`src/rtl/ps2_kbmat.sv`:
```
// PS/2 set-2 keyboard receiver that maintains the Z88 64-key pressed matrix (1 = pressed).
// Optional macro PS2_PARITY_CHECK_EN: when defined, frames must also pass the odd-parity check.
module ps2_kbmat #(
   parameter int unsigned TIMEOUT_CYCLES = 20000,
   parameter int unsigned TO_W           = 15
) (
   input  logic        clk,
   input  logic        reset_n,
   input  logic        ps2clk,
   input  logic        ps2dat,
   output logic [63:0] kbmat_out,
   output logic        rx_strobe,
   output logic [7:0]  rx_data,
   output logic        rx_error
);
   localparam int unsigned CNT_W = 3;

   typedef enum logic [1:0] {IDLE, DATA, PARITY, STOP} state_t;
   state_t state, state_nxt;

   logic             clk_s1, clk_s2, clk_q, dat_s1, dat_s2;
   logic             fall_c, timeout_c, parity_ok_c;
   logic             start_c, shift_c, frame_ok_c, frame_bad_c;
   logic [CNT_W-1:0] bit_cnt;
   logic [7:0]       shreg;
   logic [TO_W-1:0]  to_cnt;
   logic             e0_flag, f0_flag;
   logic             map_hit_c;
   logic [5:0]       map_idx_c;

   // Two-flop synchronisers; clk_q holds the previous synchronised ps2clk for edge detect
   always_ff @(posedge clk) begin
      if (!reset_n) begin
         clk_s1 <= 1'b1;
         clk_s2 <= 1'b1;
         clk_q  <= 1'b1;
         dat_s1 <= 1'b1;
         dat_s2 <= 1'b1;
      end else begin
         clk_s1 <= ps2clk;
         clk_s2 <= clk_s1;
         clk_q  <= clk_s2;
         dat_s1 <= ps2dat;
         dat_s2 <= dat_s1;
      end
   end

   assign fall_c    = clk_q & ~clk_s2;
   assign timeout_c = (state != IDLE) && (to_cnt == TO_W'(TIMEOUT_CYCLES));

`ifdef PS2_PARITY_CHECK_EN
   logic par_bit;

   always_ff @(posedge clk) begin
      if (!reset_n)
         par_bit <= 1'b0;
      else if (fall_c && (state == PARITY))
         par_bit <= dat_s2;
   end

   assign parity_ok_c = ^{shreg, par_bit};
`else
   assign parity_ok_c = 1'b1;
`endif

   always_ff @(posedge clk) begin
      if (!reset_n)
         state <= IDLE;
      else
         state <= state_nxt;
   end

   always_comb begin
      state_nxt = state;
      if (timeout_c) begin
         state_nxt = IDLE;
      end else if (fall_c) begin
         case (state)
            IDLE:    if (!dat_s2) state_nxt = DATA;
            DATA:    if (bit_cnt == CNT_W'(7)) state_nxt = PARITY;
            PARITY:  state_nxt = STOP;
            STOP:    state_nxt = IDLE;
            default: state_nxt = IDLE;
         endcase
      end
   end

   always_comb begin
      start_c     = 1'b0;
      shift_c     = 1'b0;
      frame_ok_c  = 1'b0;
      frame_bad_c = 1'b0;
      if (fall_c && !timeout_c) begin
         case (state)
            IDLE:    start_c = ~dat_s2;
            DATA:    shift_c = 1'b1;
            STOP: begin
               frame_ok_c  = dat_s2 & parity_ok_c;
               frame_bad_c = ~(dat_s2 & parity_ok_c);
            end
            default: ;
         endcase
      end
   end

   // Receive datapath, byte/error reporting and frame timeout
   always_ff @(posedge clk) begin
      if (!reset_n) begin
         bit_cnt   <= '0;
         shreg     <= '0;
         to_cnt    <= '0;
         rx_strobe <= 1'b0;
         rx_data   <= '0;
         rx_error  <= 1'b0;
      end else begin
         rx_strobe <= frame_ok_c;
         rx_error  <= frame_bad_c | timeout_c;
         if (frame_ok_c)
            rx_data <= shreg;
         if (start_c)
            bit_cnt <= '0;
         else if (shift_c)
            bit_cnt <= bit_cnt + CNT_W'(1);
         if (shift_c)
            shreg <= {dat_s2, shreg[7:1]};
         if ((state == IDLE) || fall_c || timeout_c)
            to_cnt <= '0;
         else
            to_cnt <= to_cnt + TO_W'(1);
      end
   end

   // Keymap ROM: {E0 prefix, scan code} -> matrix index (8*row + col)
   always_comb begin
      map_hit_c = 1'b1;
      map_idx_c = 6'd0;
      case ({e0_flag, rx_data})
         9'h03E: map_idx_c = 6'd0;   9'h03D: map_idx_c = 6'd1;
         9'h031: map_idx_c = 6'd2;   9'h175: map_idx_c = 6'd3;
         9'h172: map_idx_c = 6'd4;   9'h036: map_idx_c = 6'd5;
         9'h05A: map_idx_c = 6'd6;   9'h066: map_idx_c = 6'd7;
         9'h046: map_idx_c = 6'd8;   9'h02E: map_idx_c = 6'd9;
         9'h03A: map_idx_c = 6'd10;  9'h033: map_idx_c = 6'd11;
         9'h035: map_idx_c = 6'd12;  9'h03B: map_idx_c = 6'd13;
         9'h03C: map_idx_c = 6'd14;  9'h045: map_idx_c = 6'd15;
         9'h025: map_idx_c = 6'd16;  9'h041: map_idx_c = 6'd17;
         9'h042: map_idx_c = 6'd18;  9'h034: map_idx_c = 6'd19;
         9'h02C: map_idx_c = 6'd20;  9'h043: map_idx_c = 6'd21;
         9'h044: map_idx_c = 6'd22;  9'h04D: map_idx_c = 6'd23;
         9'h026: map_idx_c = 6'd24;  9'h049: map_idx_c = 6'd25;
         9'h04B: map_idx_c = 6'd26;  9'h02B: map_idx_c = 6'd27;
         9'h02D: map_idx_c = 6'd28;  9'h04E: map_idx_c = 6'd29;
         9'h04C: map_idx_c = 6'd30;  9'h054: map_idx_c = 6'd31;
         9'h01E: map_idx_c = 6'd32;  9'h04A: map_idx_c = 6'd33;
         9'h032: map_idx_c = 6'd34;  9'h023: map_idx_c = 6'd35;
         9'h024: map_idx_c = 6'd36;  9'h055: map_idx_c = 6'd37;
         9'h052: map_idx_c = 6'd38;  9'h05B: map_idx_c = 6'd39;
         9'h016: map_idx_c = 6'd40;  9'h02A: map_idx_c = 6'd41;
         9'h021: map_idx_c = 6'd42;  9'h01C: map_idx_c = 6'd43;
         9'h01D: map_idx_c = 6'd44;  9'h00D: map_idx_c = 6'd45;
         9'h05D: map_idx_c = 6'd46;  9'h00E: map_idx_c = 6'd47;
         9'h015: map_idx_c = 6'd48;  9'h022: map_idx_c = 6'd49;
         9'h01B: map_idx_c = 6'd50;  9'h01A: map_idx_c = 6'd51;
         9'h058: map_idx_c = 6'd52;  9'h029: map_idx_c = 6'd53;
         9'h012: map_idx_c = 6'd54;  9'h014: map_idx_c = 6'd55;
         9'h16B: map_idx_c = 6'd56;  9'h174: map_idx_c = 6'd57;
         9'h011: map_idx_c = 6'd58;  9'h005: map_idx_c = 6'd59;
         9'h006: map_idx_c = 6'd60;  9'h076: map_idx_c = 6'd61;
         9'h171: map_idx_c = 6'd62;  9'h059: map_idx_c = 6'd63;
         default: map_hit_c = 1'b0;
      endcase
   end

   // Make/break decoder; acts on the registered byte so the matrix updates one cycle later
   always_ff @(posedge clk) begin
      if (!reset_n) begin
         kbmat_out <= '0;
         e0_flag   <= 1'b0;
         f0_flag   <= 1'b0;
      end else if (rx_error) begin
         e0_flag <= 1'b0;
         f0_flag <= 1'b0;
      end else if (rx_strobe) begin
         case (rx_data)
            8'hE0: e0_flag <= 1'b1;
            8'hF0: f0_flag <= 1'b1;
            8'hAA, 8'h00, 8'hFF: begin
               kbmat_out <= '0;
               e0_flag   <= 1'b0;
               f0_flag   <= 1'b0;
            end
            default: begin
               if (map_hit_c)
                  kbmat_out[map_idx_c] <= ~f0_flag;
               e0_flag <= 1'b0;
               f0_flag <= 1'b0;
            end
         endcase
      end
   end

endmodule

```
`config.mk`:
```
export PLATFORM = sky130hd
export DESIGN_NAME = ps2_kbmat
export DESIGN_NICKNAME = d
export VERILOG_FILES = /design/src/rtl/ps2_kbmat.sv
export SDC_FILE = /design/constraint.sdc
export NUM_CORES = 1
export LEC_CHECK = 0
export BUFFER_PORTS_ARGS = -buffer_cell sky130_fd_sc_hd__buf_2
export CAP_MARGIN = 10
export CORE_UTILIZATION = 58
export DETAILED_ROUTE_END_ITERATION = 10
export HOLD_SLACK_MARGIN = 0.03
export PLACE_DENSITY = 0.86
export SYNTH_ARGS = -nofsm -noshare
export SYNTH_HDL_FRONTEND = slang
export SYNTH_SLANG_ARGS = --single-unit
```
`constraint.sdc`:
```
create_clock -name clk -period 3.7 [get_ports clk]
set_input_delay 0.555 -clock clk [delete_from_list [all_inputs] [get_ports clk]]
set_output_delay 0.555 -clock clk [all_outputs]
set_load 0.02 [all_outputs]
```
After elaboration in Yosys (flattened, before gate mapping). Index checks and enable logic that the tools add are counted.

Output and inout port bits: 74. Bits of input ports: 4. Bits in read-only memories: 0. Word-level logic and storage cells: 145. RAM bits: 0. Register bits after elaboration: 109. Memories kept: 0. Latch bits: 0.

Add/subtract/negate cells: 2. Reduce and logical (&&, ||, !) cells: 21. Equality and inequality tests: 75. Mux-type cells: 20. Bitwise logic cells: 10. Multipliers: 0. Shifts and indexed selects: 0. Div/mod/pow operators: 0. $lt $le $gt $ge: 2.

Operators with widths (count): 6-bit one-hot mux with 63 select lines (1); 9-bit by 6-bit == test with 1-bit output, second input constant (23); 9-bit by 7-bit == test with 1-bit output, second input constant (22); 64-bit one-hot mux with 2 select lines (1); 9-bit by 5-bit == test with 1-bit output, second input constant (10); 64-bit bitwise mux (1); 64-bit two-way mux (1); 64-bit OR reduction (1); 9-bit == test, second input constant (5); 8-bit == test, second input constant (4); 9-bit by 3-bit == test with 1-bit output, second input constant (2); 9-bit by 4-bit == test with 1-bit output, second input constant (2); 15-bit by 1-bit adder with 15-bit output, second input constant (1); 15-bit == test, second input constant (1); 1-bit two-way mux (10); 2-bit OR reduction (5); 8-bit logical NOT (1); 1-bit inverter (8); 2-bit one-hot mux with 4 select lines (1); 6-bit by 7-bit < comparator with 1-bit output, second input constant (1); 1-bit demux with 6-bit select (1); 6-bit by 1-bit greater-or-equal comparator with 1-bit output, second input constant (1); 2-bit == test, second input constant (2); 2-bit two-way mux (2); 16 further kinds (23).

Longest topological paths before layout. Gate-level depths: netlist of run 1.

Depth in word-level cells: 9. Depth in mapped cells: 15. Gate-level depth less buffers: 8.

Least setup slack after synthesis of run 1. No wires, ideal clock.

Path type: flip-flop to flip-flop. Start: register rx_data[2]. End: register kbmat_out[38]. Library setup time: 73 ps. Slack: 819 ps. Required time: 3627 ps. Stages on the path, launching flop included: 14. Path buffers: 5. Data arrival time: 2808 ps. Period minus slack after synthesis: 2881 ps. Path through: dfxtp_1 > buf_4 > or3b_1 > buf_2 > nor4b_2 > a221oi_1 > nand4_1 > nor4b_1 > a21o_1 > buf_6 > or4_4 > buf_6 > buf_6 > o22ai_2.

Longest elaborated chain between the ends: 9. Elaborated cells on any way between the ends: 85. Classes of those cells: 2 x order compare; 68 x eq/ne; 7 x mux; 1 x bitwise; 7 x reduce/logical.

Ends and longest elaborated chain: start: declaration (RTL line 13) `output logic [7:0] rx_data,`; start signal: assignment (RTL line 119) `rx_data <= shreg;`; 9-bit by 7-bit == test with 1-bit output, or another cell as far along (RTL line 137) `case ({e0_flag, rx_data})`; 6-bit one-hot mux with 63 select lines (RTL line 137); 6-bit by 7-bit < comparator with 1-bit output (not written as such) / 6-bit by 1-bit greater-or-equal comparator with 1-bit output (equally long branches) (RTL line 194) `kbmat_out[map_idx_c] <= ~f0_flag;`; 1-bit logical AND (not written as such) (RTL line 194); 1-bit two-way mux (not written as such) (RTL line 194); 1-bit demux with 6-bit select (RTL line 194); 64-bit bitwise mux (RTL line 194); 64-bit two-way mux (RTL line 193) `if (map_hit_c)`; 64-bit one-hot mux with 2 select lines (RTL line 184) `case (rx_data)`; end signal: indexed assignment (RTL line 194); end: declaration (RTL line 11) `output logic [63:0] kbmat_out,`.

Several ways; a longest one is shown, not always the timed one. The select of a mux whose other input is x is not followed. A chain may end at the register's enable or synchronous reset.

Final worst setup path of run 1.
Start: register e0_flag. End: register kbmat_out[12].

Longest elaborated chain between the ends: 9. Elaborated cells on any way between the ends: 77. Classes of those cells: 2 x order compare; 64 x eq/ne; 7 x mux; 4 x reduce/logical.

Ends and longest elaborated chain: start: declaration (RTL line 27) `logic e0_flag, f0_flag;`; start signal: assignment (RTL line 178) `e0_flag <= 1'b0;`; start signal: assignment (RTL line 181) `e0_flag <= 1'b0;`; start signal: assignment (RTL line 185) `8'hE0: e0_flag <= 1'b1;`; 9-bit by 7-bit == test with 1-bit output, or another cell as far along (RTL line 137); 6-bit one-hot mux with 63 select lines (RTL line 137); 6-bit by 7-bit < comparator with 1-bit output (not written as such) / 6-bit by 1-bit greater-or-equal comparator with 1-bit output (equally long branches) (RTL line 194); 1-bit logical AND (not written as such) (RTL line 194); 1-bit two-way mux (not written as such) (RTL line 194); 1-bit demux with 6-bit select (RTL line 194); 64-bit bitwise mux (RTL line 194); 64-bit two-way mux (RTL line 193); 64-bit one-hot mux with 2 select lines (RTL line 184).

Several ways; a longest one is shown, not always the timed one. The select of a mux whose other input is x is not followed.

==> results of run 1 <==
per-stage QoR:
stage	utilization [%]	hold slack, ps
floorplan	-	386
global placement	66.9	388
detailed placement	66.9	394
CTS	68.6	343
global route	68.7	364
finish	68.7	344
logic make-up (layout without fill, tap and decap cells):
kind of cell / Yosys count / in the layout / share of synthesized area (%)
buffers and inverters: 84 / 173 / 6.94
adders and majority gates: 8 / 8 / 1.63
xor gates and xnor gates: 15 / 15 / 2.14
DFF: 109 / 109 / 35.6
AOI/OAI and AO/OA: 216 / 216 / 22.0
muxes: 20 / 20 / 3.29
and+or+nand+nor: 299 / 299 / 28.4
layout by cell type (no fill, tap or decap), types with 4 or more instances in the layout:
cell type	synthesis	routed
nand3_1	46	46
o32ai_1	5	5
nand3b_1	4	4
o22ai_1	6	6
buf_4	3	69
and3_1	7	7
nor4_1	8	8
clkbuf_8	0	10
xnor2_1	6	6
nor3_1	15	15
nor2_1	54	54
o21ai_1	8	8
o31ai_1	4	4
or3b_1	5	5
or4_1	5	5
nand4_1	7	7
buf_2	23	76
dfxtp_1	109	107
nor2b_1	20	20
nor3b_1	6	6
o21ai_0	53	53
a211oi_1	4	4
inv_1	9	9
nand2_1	61	61
a21oi_1	61	61
nand2b_1	19	19
mux2i_1	19	19
nor4b_4	4	4
nand4bb_1	4	4
ha_1	8	8
o211ai_1	52	52
xor2_1	9	9
or3_1	5	5
flip-flops by register name, summed over array words and instances (netlist names):
| register | cells |
|---|---|
| rx_strobe | 1 |
| shreg | 8 |
| dat_s1 | 1 |
| e0_flag | 1 |
| bit_cnt | 3 |
| kbmat_out | 64 |
| to_cnt | 15 |
| rx_data | 8 |
| clk_q | 1 |
| state | 2 |
| dat_s2 | 1 |
| f0_flag | 1 |
| clk_s2 | 1 |
| rx_error | 1 |
| clk_s1 | 1 |
routing by layer:
layer	global-route usage, %	wire [um]	vias up
met5	0	0	-
met3	5.49	1700	57
met4	15.0	729	0
met2	58.6	8930	394
li1	-	-	2894
met1	53.6	8940	3016
what timing repair did:
action,in CTS,in global routing
setup endpoints to repair,0,63
hold buffers,0,0
gates resized for setup,0,2
layout make-up:
cell class              count  area share, %
repair buffers            148           13.6
flip-flops and latches    109           31.0
clock buffers              10           1.95
clock inverters             5          0.638
well taps                 136           2.41
multi-input cells         558           49.9
inverters                  10          0.532
power groups by stage:
stage	Clock [uW]	Combinational (uW)	Sequential [uW]
after floorplan	0	27.8	1200
final	701	35.3	1180
after CTS	701	34.0	1180
after global placement	0	32.5	1200
after detailed placement	0	34.2	1200
after global routing	745	38.0	1180
critical path, delay by kind of cell, from the launching register on:
family	cells	cell delay [ps]
flops	1	500
simple gates	4	1350
buf+inv	2	530
compound gates	4	1060
how the worst max path moves through the flow:
stage | end | slack [ps] | cells after the start
floorplan | kbmat_out[38]$_SDFFE_PN0P_ | 820 | 13
global route | kbmat_out[21]$_SDFFE_PN0P_ | 10 | 10
detailed placement | kbmat_out[21]$_SDFFE_PN0P_ | 200 | 10
global placement | kbmat_out[38]$_SDFFE_PN0P_ | 240 | 9
CTS | kbmat_out[11]$_SDFFE_PN0P_ | 180 | 10
finish | kbmat_out[12]$_SDFFE_PN0P_ | 160 | 10
==> flow_summary.yaml, run 1 <==
logic_synthesis:
  synthesis.area_um2: 6130
  ys_seq_area_share_pct: 35.6
  yosysWarnings: 0
  avgSynthCellArea_um2: 8.16
  ys_top_cells_by_area: "dfxtp_1 (36%), o211ai_1 (6.4%), a21oi_1 (5.0%)"
  syn_nets: 763
  yosys-top-cells-count: "dfxtp_1 (109), a21oi_1 (61), nand2_1 (61), nor2_1 (54), o21ai_0 (53)"
  yosys.area.top_type: "dfxtp_1"
  ys_ff_latch: 109
  ys_async_sr_fraction_pct: 0
  synthFlopType: "dfxtp_1"
  synth_edf_count: 0
  yosysTopAreaCellShare_pct: 35.6
  synth_cells: 751
  ys_types: 72
  yosysMostFrequentCell: "dfxtp_1"
floorplanning:
  fp.dieW_um: 105
  initial_utilization_pct: 59.6
  num_io_pins: 78
  rows: 37
  coreArea_um2: 10300
  die_y_um: 105
  dieArea_um2: 11000
min_path:
  min_to: "clk_s1$_SDFF_PN1_"
  hold_path_class: "primary input to flip-flop"
  holdPathStages: 2
  min-delay-start: "ps2clk"
pwr:
  switching_share_pct: 24.1
  pwr-share-clk_pct: 36.7
  peakVddDrop_mv: 0.203
  p_switching_uw: 461
  combPwrFrac_pct: 1.8
  leakage_uw: 0.00281
  p_int_uw: 1450
  power_density_nw_per_um2: 271
  total_power_uw: 1910
  pwr-share-seq_pct: 61.5
global_routing:
  antenna_found_initial: 0
  grtUsageTotal_pct: 38.0
  grt_pass1_wl_um: 32600
  grt_overflow_total: 0
  grt_max_degree: 82
  grt_pass1_vias: 6050
worst_setup_path:
  worstPathCellList: "or3_1, nor2_1, buf_4, a221oi_1, or3b_1, nor4_2, a21o_2, buf_4, o211ai_1, o21ai_0"
  crit_type: "flip-flop to flip-flop"
  critPathLaunchType: "flip-flop"
  slowest_stage: "a221oi_1"
  timing.rr.end: "kbmat_out[12]$_SDFFE_PN0P_"
  worstRegToRegCells: 10
  cp.arrival_ps: 3840
  reg2reg_from: "e0_flag$_SDFFE_PP0P_"
  max_stage_delay_ps: 530
  cp-startpoint: "e0_flag$_SDFFE_PP0P_"
  crit_fanout: 31
  r2r_slack_ps: 160
  cp-end-kind: "flip-flop"
  cpMostUsedCell: "buf_4"
  critical_path_required_ps: 4000
clocking:
  clk_path_buf_depth: 2
  post_cts_buffers: 0
  cts.sinks: 109
  cts_tree: "done"
  clkLatencyLatePin_ps: 380
  path_clk_slew_ps: 110
  cts_made_buffers: 9
  clockRootBuffer: "clkbuf_8"
  cts_max_level: 3
final_layout:
  ff_latch_area_um2: 2180
  final_nets: 848
  layout.cells.non_filler: 976
  multi_input_area_um2: 3520
  fill_cells: 866
  diodes: 0
  drive_gt1_share_pct: 23.0
  areaGrowthSynthToFinish_pct: 15.1
  fin_area_um2: 7060
sta:
  fin_setup_tns_ps: 0
  setup_viol: 0
  relSlewSlack_pct: 45.1
  period_minus_slack_ps: 3540
  tightest_slew_ps: 816
  slew_viol_final: 0
  period_share_pct: 95.6
  rsz0062_at_grt: "false"
  hold_viol_final: 0
  clock_skew_ps: 11.0
  timing.fmax_mhz: 283
  worst_slack_ps: 163
route:
  routed_wl_um: 20300
  vias: 6361
  drtIter0Drc: 901
  ant_nets: 0
  routedWlPerCell_um: 20.8
  avgViaCountPerCell: 6.52
  drc_errors: 0
  first_pass_iters: 9
outcome:
  status: "finished clean"
placed_design:
  dp_slack_ps: 201
  dp_hpwl_um: 15100
  placed_cells: 961
  gp_congestion: 1.02
  placed_area_um2: 6870
  io_buffer_count: 77
run:
  maxCapViolCount: 0
No activity file was read; power rests on OpenSTA's default activity.
==> inputs of run 2 (changes only) <==
--- a/config.mk
+++ b/config.mk
@@ -5,8 +5,7 @@
 export SDC_FILE = /design/constraint.sdc
 export NUM_CORES = 1
 export LEC_CHECK = 0
-export BUFFER_PORTS_ARGS = -buffer_cell sky130_fd_sc_hd__buf_2
-export CAP_MARGIN = 10
+export BUFFER_PORTS_ARGS = -buffer_cell sky130_fd_sc_hd__buf_4
 export CORE_UTILIZATION = 58
 export DETAILED_ROUTE_END_ITERATION = 10
 export HOLD_SLACK_MARGIN = 0.03
==> run 2 against run 1 <==
  * Die area stayed put
  * Register-to-register slack improved by 110 ps
  * Global-route usage down 1.4 points
  * Fmax grew 3.1%
  * Sequential power barely moved
  * Combinational power hardly changed
  * First-iteration DRC count fell by 15%
  * Clock-buffer cell count unchanged
  * Critical endpoint is now kbmat_out[25]$_SDFFE_PN0P_
==> flow_summary.yaml, run 2 (synthesis results as in run 1) <==
final_layout:
  layout_commonest_cell: "buf_4"
  reg.largest.list: "kbmat_out (64), to_cnt (15)"
  final_nets: 839
  largest_register: "kbmat_out"
  fill_cells: 860
  diodes: 0
  multi_input_area_um2: 3530
  ff_latch_area_um2: 2180
  final_core_utilization_pct: 69.8
  areaGrowthSynthToFinish_pct: 17.1
  largest_reg_flops: 64
  final_cell_mix: "buf_4 (137), dfxtp_1 (107), nand2_1 (61), a21oi_1 (61), nor2_1 (54)"
  drive_gt1_share_pct: 22.4
worst_setup_path:
  cp-end-kind: "flip-flop"
  crit_type: "flip-flop to flip-flop"
  critical_path_required_ps: 4000
  worstPathCellList: "or3_1, nor2_2, a221oi_2, or3b_1, nor4_2, a21o_2, or4_4, o31ai_1"
  critPathLaunchType: "flip-flop"
  slowest_stage: "nor2_2"
  cp.arrival_ps: 3740
  crit_fanout: 17
  max_stage_delay_ps: 750
sta:
  worst_slack_ps: 268
  rsz0062_at_grt: "false"
  timing.fmax_mhz: 291
  period_minus_slack_ps: 3430
  tightest_slew_ps: 982
  fin_setup_tns_ps: 0
  hold_viol_final: 0
  period_share_pct: 92.7
  slew_viol_final: 0
  setup_viol: 0
  clock_skew_ps: 12.7
  relSlewSlack_pct: 34.6
placed_design:
  io_buffer_count: 77
  dp_slack_ps: 8.47
  dp_hpwl_um: 14400
  gp_congestion: 1.04
route:
  routed_wl_um: 20000
  ant_nets: 0
  first_pass_iters: 5
  routedWlPerCell_um: 20.7
  drtIter0Drc: 766
  drc_errors: 0
  avgViaCountPerCell: 6.48
  vias: 6275
pwr:
  total_power_uw: 1940
  leakage_uw: 0.00275
  p_int_uw: 1440
  combPwrFrac_pct: 1.8
  peakVddDrop_mv: 0.171
  p_switching_uw: 492
  pwr-share-clk_pct: 37.4
  pwr-share-seq_pct: 60.7
  switching_share_pct: 25.4
  power_density_nw_per_um2: 270
global_routing:
  grt_pass1_wl_um: 31300
  grt_overflow_total: 0
  grt_max_degree: 105
  grtUsageTotal_pct: 36.7
  antenna_found_initial: 0
  grt_pass1_vias: 5732
floorplanning:
  num_io_pins: 78
  dieArea_um2: 11000
  die_y_um: 105
  rows: 37
  fp.dieW_um: 105
  coreArea_um2: 10300
  initial_utilization_pct: 59.6
clocking:
  cts_tree: "done"
  cts_max_level: 3
  post_cts_buffers: 0
  path_clk_slew_ps: 110
  cts_made_buffers: 9
  clkLatencyLatePin_ps: 400
  cts.sinks: 109
  holdBufCountCts: 0
  clk_path_buf_depth: 2
  clockRootBuffer: "clkbuf_8"
min_path:
  hold_path_class: "primary input to flip-flop"
run:
  maxCapViolCount: 0
outcome:
  status: "finished clean"
## run 2: cell type report
type / instances / area share, %
clock buffers: 10 / 1.78
repair buffers: 139 / 14.9
clock inverters: 6 / 0.802
inverters: 10 / 0.523
well taps: 136 / 2.37
flip-flops and latches: 109 / 30.4
multi-input cells: 558 / 49.2
## run 2: power by group through the flow
stage	clock network [uW]	registers, uW	logic (uW)
2_1_floorplan	0	1200	27.8
3_3_place_gp	0	1200	32.8
3_5_place_dp	0	1200	34.3
4_1_cts	720	1180	34.5
5_1_grt	767	1180	38.3
6_report	725	1180	35.4
## run 2: worst max-delay path, delay by kind of cell (launching register included)
| kind | cells | cell delay (ps) |
|---|---|---|
| DFF | 1 | 420 |
| and+or+nand+nor | 5 | 2260 |
| AOI/OAI and AO/OA | 3 | 670 |
## run 2: layer usage
layer | vias up | GRT usage, % | part of all wire (%)
li1 | 2877 | - | -
met2 | 325 | 57.5 | 46
met4 | 0 | 13.4 | 2.7
met5 | - | 0 | 0
met3 | 41 | 6.18 | 8.9
met1 | 3032 | 50.7 | 42
## run 2: per-stage QoR
stage          cell area, um^2  cells  hold slack [ps]
6_report                  7180    968              347
5_1_grt                   7180    968              333
4_1_cts                   7170    968              341
3_5_place_dp              6980    952              401
3_3_place_gp              6980    952              388
2_1_floorplan             6130    751              386
## run 2: timing repair
| action | CTS | global route |
|---|---|---|
| resized for setup | 2 | 2 |
| cloned | 0 | 0 |
| setup endpoints to repair | 9 | 27 |
## run 2: worst paths after layout
check | from | slack, ps | endpoint | depth (start not counted)
setup reg to reg | rx_data[7]$_SDFFE_PN0P_ | 270 | kbmat_out[25]$_SDFFE_PN0P_ | 8
hold reg to reg | clk_s1$_SDFF_PN1_ | 420 | clk_s2$_SDFF_PN1_ | 1
hold / removal | ps2dat | 350 | dat_s1$_SDFF_PN1_ | 2
setup / recovery | rx_data[7]$_SDFFE_PN0P_ | 270 | kbmat_out[25]$_SDFFE_PN0P_ | 8
